<file path="config.mk">
export PLATFORM = sky130hd
export DESIGN_NAME = ahblite_busmatrix_arbiter_qos
export DESIGN_NICKNAME = d
export VERILOG_FILES = /design/src/rtl/ahb_bm_pkg.sv /design/src/rtl/ahb_bm_wait_counter.sv /design/src/rtl/ahblite_busmatrix_arbiter_qos.sv
export SDC_FILE = /design/constraint.sdc
export NUM_CORES = 1
export LEC_CHECK = 0
export CAP_MARGIN = 20
export CORE_MARGIN = 2
export CORE_UTILIZATION = 60
export DETAILED_ROUTE_END_ITERATION = 6
export GPL_TIMING_DRIVEN = 1
export PLACE_DENSITY = 0.84
export SETUP_SLACK_MARGIN = 0.4
export SYNTH_ARGS = -nofsm -noshare
export SYNTH_HDL_FRONTEND = slang
export SYNTH_SLANG_ARGS = --single-unit
export TNS_END_PERCENT = 30
</file>
<file path="constraint.sdc">
create_clock -name HCLK -period 5.79 [get_ports HCLK]
set_clock_uncertainty 0.15 [all_clocks]
set_input_delay 1.158 -clock HCLK [delete_from_list [all_inputs] [get_ports HCLK]]
set_output_delay 1.158 -clock HCLK [all_outputs]
set_load 0.05 [all_outputs]
</file>
<file path="src/rtl/ahb_bm_pkg.sv">
// Shared AHB-Lite bus-matrix definitions: transfer/burst codes, port-select
// encodings, arbiter state encoding and burst-length decode.
package ahb_bm_pkg;

    localparam logic [1:0] HTRANS_IDLE   = 2'b00;
    localparam logic [1:0] HTRANS_BUSY   = 2'b01;
    localparam logic [1:0] HTRANS_NONSEQ = 2'b10;
    localparam logic [1:0] HTRANS_SEQ    = 2'b11;

    localparam logic [2:0] HBURST_SINGLE = 3'b000;
    localparam logic [2:0] HBURST_INCR   = 3'b001;
    localparam logic [2:0] HBURST_WRAP4  = 3'b010;
    localparam logic [2:0] HBURST_INCR4  = 3'b011;
    localparam logic [2:0] HBURST_WRAP8  = 3'b100;
    localparam logic [2:0] HBURST_INCR8  = 3'b101;
    localparam logic [2:0] HBURST_WRAP16 = 3'b110;
    localparam logic [2:0] HBURST_INCR16 = 3'b111;

    localparam logic [1:0] PORT_NONE = 2'b00;
    localparam logic [1:0] PORT_SYS  = 2'b01;
    localparam logic [1:0] PORT_DMA  = 2'b10;
    localparam logic [1:0] PORT_ACC  = 2'b11;

    typedef enum logic [1:0] {
        ST_IDLE  = 2'b00,
        ST_GRANT = 2'b01,
        ST_BURST = 2'b10
    } arb_state_e;

    // Fixed-length bursts return their beat count; SINGLE/INCR return 0 (never lock).
    function automatic logic [4:0] burst_len(input logic [2:0] hburst);
        case (hburst)
            HBURST_WRAP4,  HBURST_INCR4:  burst_len = 5'd4;
            HBURST_WRAP8,  HBURST_INCR8:  burst_len = 5'd8;
            HBURST_WRAP16, HBURST_INCR16: burst_len = 5'd16;
            default:                      burst_len = 5'd0;
        endcase
    endfunction

endpackage

</file>
<file path="src/rtl/ahb_bm_wait_counter.sv">
// Per-master saturating wait counter; flags the master as starved once it has
// waited LIMIT arbitration cycles without being granted.
module ahb_bm_wait_counter
    import ahb_bm_pkg::*;
#(
    parameter int LIMIT = 8,
    parameter int CNT_W = 4
) (
    input  logic clk,
    input  logic rst,
    input  logic adv,
    input  logic req,
    input  logic granted,
    output logic starved
);

    localparam logic [CNT_W-1:0] LIM = CNT_W'(LIMIT);

    logic [CNT_W-1:0] cnt;

    always_ff @(posedge clk) begin
        if (rst) begin
            cnt <= '0;
        end else if (adv) begin
            if (!req || granted) begin
                cnt <= '0;
            end else if (cnt != LIM) begin
                cnt <= cnt + 1'b1;
            end
        end
    end

    // LIMIT of 0 disables promotion entirely.
    assign starved = (LIMIT != 0) && (cnt == LIM);

endmodule

</file>
<file path="src/rtl/ahblite_busmatrix_arbiter_qos.sv">
// Registered three-master grant arbiter for one shared bus-matrix slave port:
// fixed priority SYS>DMA>ACC with starvation promotion and fixed-burst locking.
module ahblite_busmatrix_arbiter_qos
    import ahb_bm_pkg::*;
#(
    parameter int STARVE_LIMIT = 8,
    parameter int CNT_W        = 4
) (
    input  logic       HCLK,
    input  logic       HRESET,
    input  logic       REQ_SYS,
    input  logic       REQ_DMA,
    input  logic       REQ_ACC,
    input  logic       HREADY,
    input  logic       HSEL,
    input  logic [1:0] HTRANS,
    input  logic [2:0] HBURST,
    output logic [1:0] PORT_SEL,
    output logic       PORT_NOSEL,
    output logic       BURST_LOCK
);

    arb_state_e state_q, state_d;
    logic [1:0] sel_q, sel_d;
    logic [3:0] beats_q, beats_d;
    logic [1:0] winner;
    logic [4:0] blen;
    logic       accepted;
    logic       arbitrate;
    logic       starved_sys, starved_dma, starved_acc;

    ahb_bm_wait_counter #(.LIMIT(STARVE_LIMIT), .CNT_W(CNT_W)) u_wait_sys (
        .clk(HCLK), .rst(HRESET), .adv(HREADY), .req(REQ_SYS),
        .granted((sel_q == PORT_SYS) || (sel_d == PORT_SYS)), .starved(starved_sys)
    );
    ahb_bm_wait_counter #(.LIMIT(STARVE_LIMIT), .CNT_W(CNT_W)) u_wait_dma (
        .clk(HCLK), .rst(HRESET), .adv(HREADY), .req(REQ_DMA),
        .granted((sel_q == PORT_DMA) || (sel_d == PORT_DMA)), .starved(starved_dma)
    );
    ahb_bm_wait_counter #(.LIMIT(STARVE_LIMIT), .CNT_W(CNT_W)) u_wait_acc (
        .clk(HCLK), .rst(HRESET), .adv(HREADY), .req(REQ_ACC),
        .granted((sel_q == PORT_ACC) || (sel_d == PORT_ACC)), .starved(starved_acc)
    );

    // A starved master only counts while it is still requesting.
    always_comb begin
        winner = PORT_NONE;
        if (starved_sys && REQ_SYS)      winner = PORT_SYS;
        else if (starved_dma && REQ_DMA) winner = PORT_DMA;
        else if (starved_acc && REQ_ACC) winner = PORT_ACC;
        else if (REQ_SYS)                winner = PORT_SYS;
        else if (REQ_DMA)                winner = PORT_DMA;
        else if (REQ_ACC)                winner = PORT_ACC;
    end

    assign accepted = HSEL && HTRANS[1];
    assign blen     = burst_len(HBURST);

    always_comb begin
        state_d   = state_q;
        sel_d     = sel_q;
        beats_d   = beats_q;
        arbitrate = 1'b0;
        if (HREADY) begin
            // Burst entry takes precedence over any arbitration on the same beat.
            if (state_q != ST_IDLE && accepted && HTRANS == HTRANS_NONSEQ && blen != 5'd0) begin
                state_d = ST_BURST;
                beats_d = 4'(blen - 5'd1);
            end else if (state_q == ST_BURST) begin
                if (accepted && HTRANS == HTRANS_SEQ) begin
                    beats_d   = beats_q - 4'd1;
                    arbitrate = (beats_q == 4'd1);
                end else if (HTRANS == HTRANS_IDLE || (accepted && HTRANS == HTRANS_NONSEQ)) begin
                    arbitrate = 1'b1;
                end
            end else begin
                arbitrate = 1'b1;
            end
            if (arbitrate) begin
                sel_d   = winner;
                state_d = (winner == PORT_NONE) ? ST_IDLE : ST_GRANT;
                beats_d = 4'd0;
            end
        end
    end

    always_ff @(posedge HCLK) begin
        if (HRESET) begin
            state_q <= ST_IDLE;
            sel_q   <= PORT_NONE;
            beats_q <= 4'd0;
        end else begin
            state_q <= state_d;
            sel_q   <= sel_d;
            beats_q <= beats_d;
        end
    end

    assign PORT_SEL   = sel_q;
    assign PORT_NOSEL = (state_q == ST_IDLE);
    assign BURST_LOCK = (state_q == ST_BURST);

endmodule

</file>
==> impl_metrics.json <==
{
  "status": "finished, final reports clean",
  "crit_type": "in -> reg",
  "crit_cells": 7,
  "grt_pass1_vias": 1272,
  "portBuffers": 14,
  "drt_iter0_markers": 72,
  "synth-seq-area-share": 0.282,
  "coreArea_sq_um": 2230,
  "r2r_cells": 6,
  "grt_max_degree": 29,
  "startpoint_type": "input pin",
  "crit_fanout": 6,
  "fmax_mhz": 308,
  "crit_buf_inv": 1,
  "crit_family": "simple AND/OR/NAND/NOR gates",
  "grtUsageTotal": 0.270,
  "synthFlopType": "dfxtp_1",
  "r2r_start": "u_wait_dma.cnt[0]$_SDFFE_PP0P_",
  "dp_hpwl_mm": 2.48,
  "firstDrtPassIters": 4,
  "cts_buffers": 3,
  "ant_nets": 0,
  "worstHoldStart": "state_q[1]$_SDFFE_PP0P_",
  "grt_remaining_overflow": 0,
  "drc": 0,
  "worstPathRequired_ns": 5.86,
  "post_synth_num_cell_types": 50,
  "multi_input_area_sq_um": 951,
  "vias": 1369,
  "insertion_delay_ns": 0.30,
  "worst-slew-pin-transition_ns": 0.797,
  "post-place-ws_ns": 2.26,
  "n_antenna_cell": 0,
  "die-area_sq_um": 2770,
  "ctsHtreeMaxLevel": 1,
  "ys_seq_elements": 20,
  "hold_viol": 0,
  "irDropWorstVdd_v": 0.000112,
  "start_util": 0.636,
  "power.leakage_uw": 0.000568,
  "avgSynthCellArea_sq_um": 8.67,
  "synth_async_sr_flop_share": 0,
  "final.fill_count": 180,
  "slowest_stage": "nor4_2",
  "hold_depth": 2,
  "fin_ws_ns": 2.55,
  "layout_min_cycle_time_ns": 3.24,
  "gp_congestion": 0.838,
  "ctsResizeCount": 0,
  "cts_hold_buffers": 0,
  "cpPeakStageDelay_ns": 0.69,
  "regArea_sq_um": 400,
  "arrival_ns": 3.31,
  "ys_warn_count": 0,
  "rsz0062_at_grt": "no",
  "power_frac_seq": 0.500,
  "power_uw": 299,
  "antenna_found_initial": 0,
  "grt_pass1_wl_mm": 5.60,
  "setup_tns_ns": 0,
  "final_nets": 199,
  "cts.clk_slew.worst_paths_ns": 0.12,
  "routed_wl_mm": 3.42,
  "synth_cells": 164,
  "setup_viol": 0,
  "clockPowerShare": 0.278,
  "startpoint": "HBURST[2]",
  "drv_slew": 0,
  "synth_edf_count": 0,
  "num_rows": 17,
  "hold_path_class": "reg -> reg",
  "die_height_microns": 52.7,
  "intPower_uw": 209,
  "area_growth_pct": 13.6,
  "drive_gt1_frac": 0.0678,
  "clockRootBuffer": "clkbuf_4",
  "synth.net_count": 185,
  "wl_per_cell_microns": 16.7,
  "swShare": 0.301,
  "viasPerCell": 6.68,
  "power_per_cell_area_nw_per_um2": 185,
  "p_switching_uw": 90.0,
  "crit_chain": "clkdlybuf4s50_1 -> nand2b_1 -> ha_1 -> a21boi_0 -> nor4_2 -> nor3_2 -> a311oi_1",
  "post_cts.repair.setup_buffers": 0,
  "drv_cap": 0,
  "cts_sinks": 20,
  "period_share": 0.560,
  "combinationalPowerShare": 0.222,
  "cp-end-kind": "register",
  "die_x_microns": 52.7,
  "cts_tree": "built",
  "pin_count": 16,
  "syn-cell-area_sq_um": 1420,
  "slew_headroom": 0.464,
  "ctsLongestPathBuffers": 2
}
[per-layer routing]
layer | part of all wire | global-route usage | wire, microns
met1 | 0.43 | 0.333 | 1470
met2 | 0.51 | 0.469 | 1730
met3 | 0.051 | 0.0314 | 175
met4 | 0.011 | 0.111 | 38
met5 | 0 | 0 | 0
[final timing paths]
path                                          to  slack [ns]
setup / recovery  u_wait_sys.cnt[1]$_SDFFE_PP0P_        2.55
hold / removal           state_q[1]$_SDFFE_PP0P_        0.36
setup reg to reg  u_wait_sys.cnt[1]$_SDFFE_PP0P_        3.59
hold reg to reg          state_q[1]$_SDFFE_PP0P_        0.36
[cells in the mapped netlist, types with 2 or more instances]
master     instances  area [sq um]
a211oi_1           7          52.6
a21boi_0           2          15.0
a21oi_1            4          20.0
a2bb2oi_1          2          17.5
a311oi_1           5          43.8
a41oi_1            4          35.0
and2_1             2          12.5
and3_1             2          12.5
and3b_1            2          17.5
and4b_1            2          20.0
clkbuf_1           3          11.3
dfxtp_1           20           400
ha_1               9           113
inv_1             12          45.0
nand2_1           13          48.8
nand2b_1           5          31.3
nand3_1            5          25.0
nand3b_1           5          37.5
nand4_1            4          25.0
nand4b_1           2          17.5
nor2_1             2          7.51
nor2b_1            5          31.3
nor3_1             2          10.0
o211a_1            2          20.0
o211ai_1           2          15.0
o21ai_0           11          55.1
xnor2_1            3          26.3
xor2_1             5          43.8
[worst reg2reg max path, stage by stage (launching register included)]
cell      delay [ns]
dfxtp_1         0.45
inv_1           0.09
ha_1            0.25
and3b_1         0.26
o211ai_2        0.35
and3b_1         0.39
a311oi_1        0.14
[through the flow]
step,utilization,hold WS [ns],instances,instance area [sq um]
detailed placement,0.707,0.335,201,1580
global placement,0.707,0.325,201,1580
global route,0.723,0.376,205,1620
CTS,0.723,0.355,205,1620
floorplan,-,0.313,164,1420
finish,0.723,0.358,205,1620
[registers in the layout, summed over array words and instances, names as in the netlist]
name            flops
PORT_SEL            2
beats_q             4
state_q             2
u_wait_acc.cnt      4
u_wait_dma.cnt      4
u_wait_sys.cnt      4
[cells in the final DEF, fill, tap and decap left out, drive strengths merged, types with 3 or more instances in the layout]
cell type	netlist	final
dfxtp	20	20
clkdlybuf4s50	0	14
nand2	13	13
inv	12	12
o21ai	11	11
ha	9	9
a211oi	7	7
nor2b	5	5
nand2b	5	5
nand3b	5	5
nand3	5	5
xor2	5	5
a311oi	5	5
nand4	4	4
a21oi	4	4
a41oi	4	4
clkbuf	4	4
xnor2	3	3
o211ai	3	3
nor3	3	3
[cells by family after synthesis]
family,Yosys count,synth area share
AND/OR/NAND/NOR,57,0.249
AO/OA/AOI/OAI,52,0.291
flip-flops,20,0.282
buffers and inverters,18,0.0493
adder cells (fa/ha/maj),9,0.0792
XOR/XNOR,8,0.0493
[power groups by stage]
stage | combinational (uW) | sequential (uW) | clock [uW]
floorplan | 41.3 | 154 | 0
global placement | 61.5 | 152 | 0
detailed placement | 65.4 | 152 | 0
CTS | 65.9 | 149 | 83.0
global route | 72.9 | 150 | 87.5
finish | 66.5 | 149 | 83.1
[final cells by class]
cell class | instances | area share
Tap cell | 28 | 0.0217
Sequential cell | 20 | 0.248
Timing Repair Buffer | 15 | 0.0914
Multi-Input combinational cell | 126 | 0.589
Clock buffer | 4 | 0.0225
Inverter | 12 | 0.0279
Note: power is estimated with default switching activity, not from simulation.
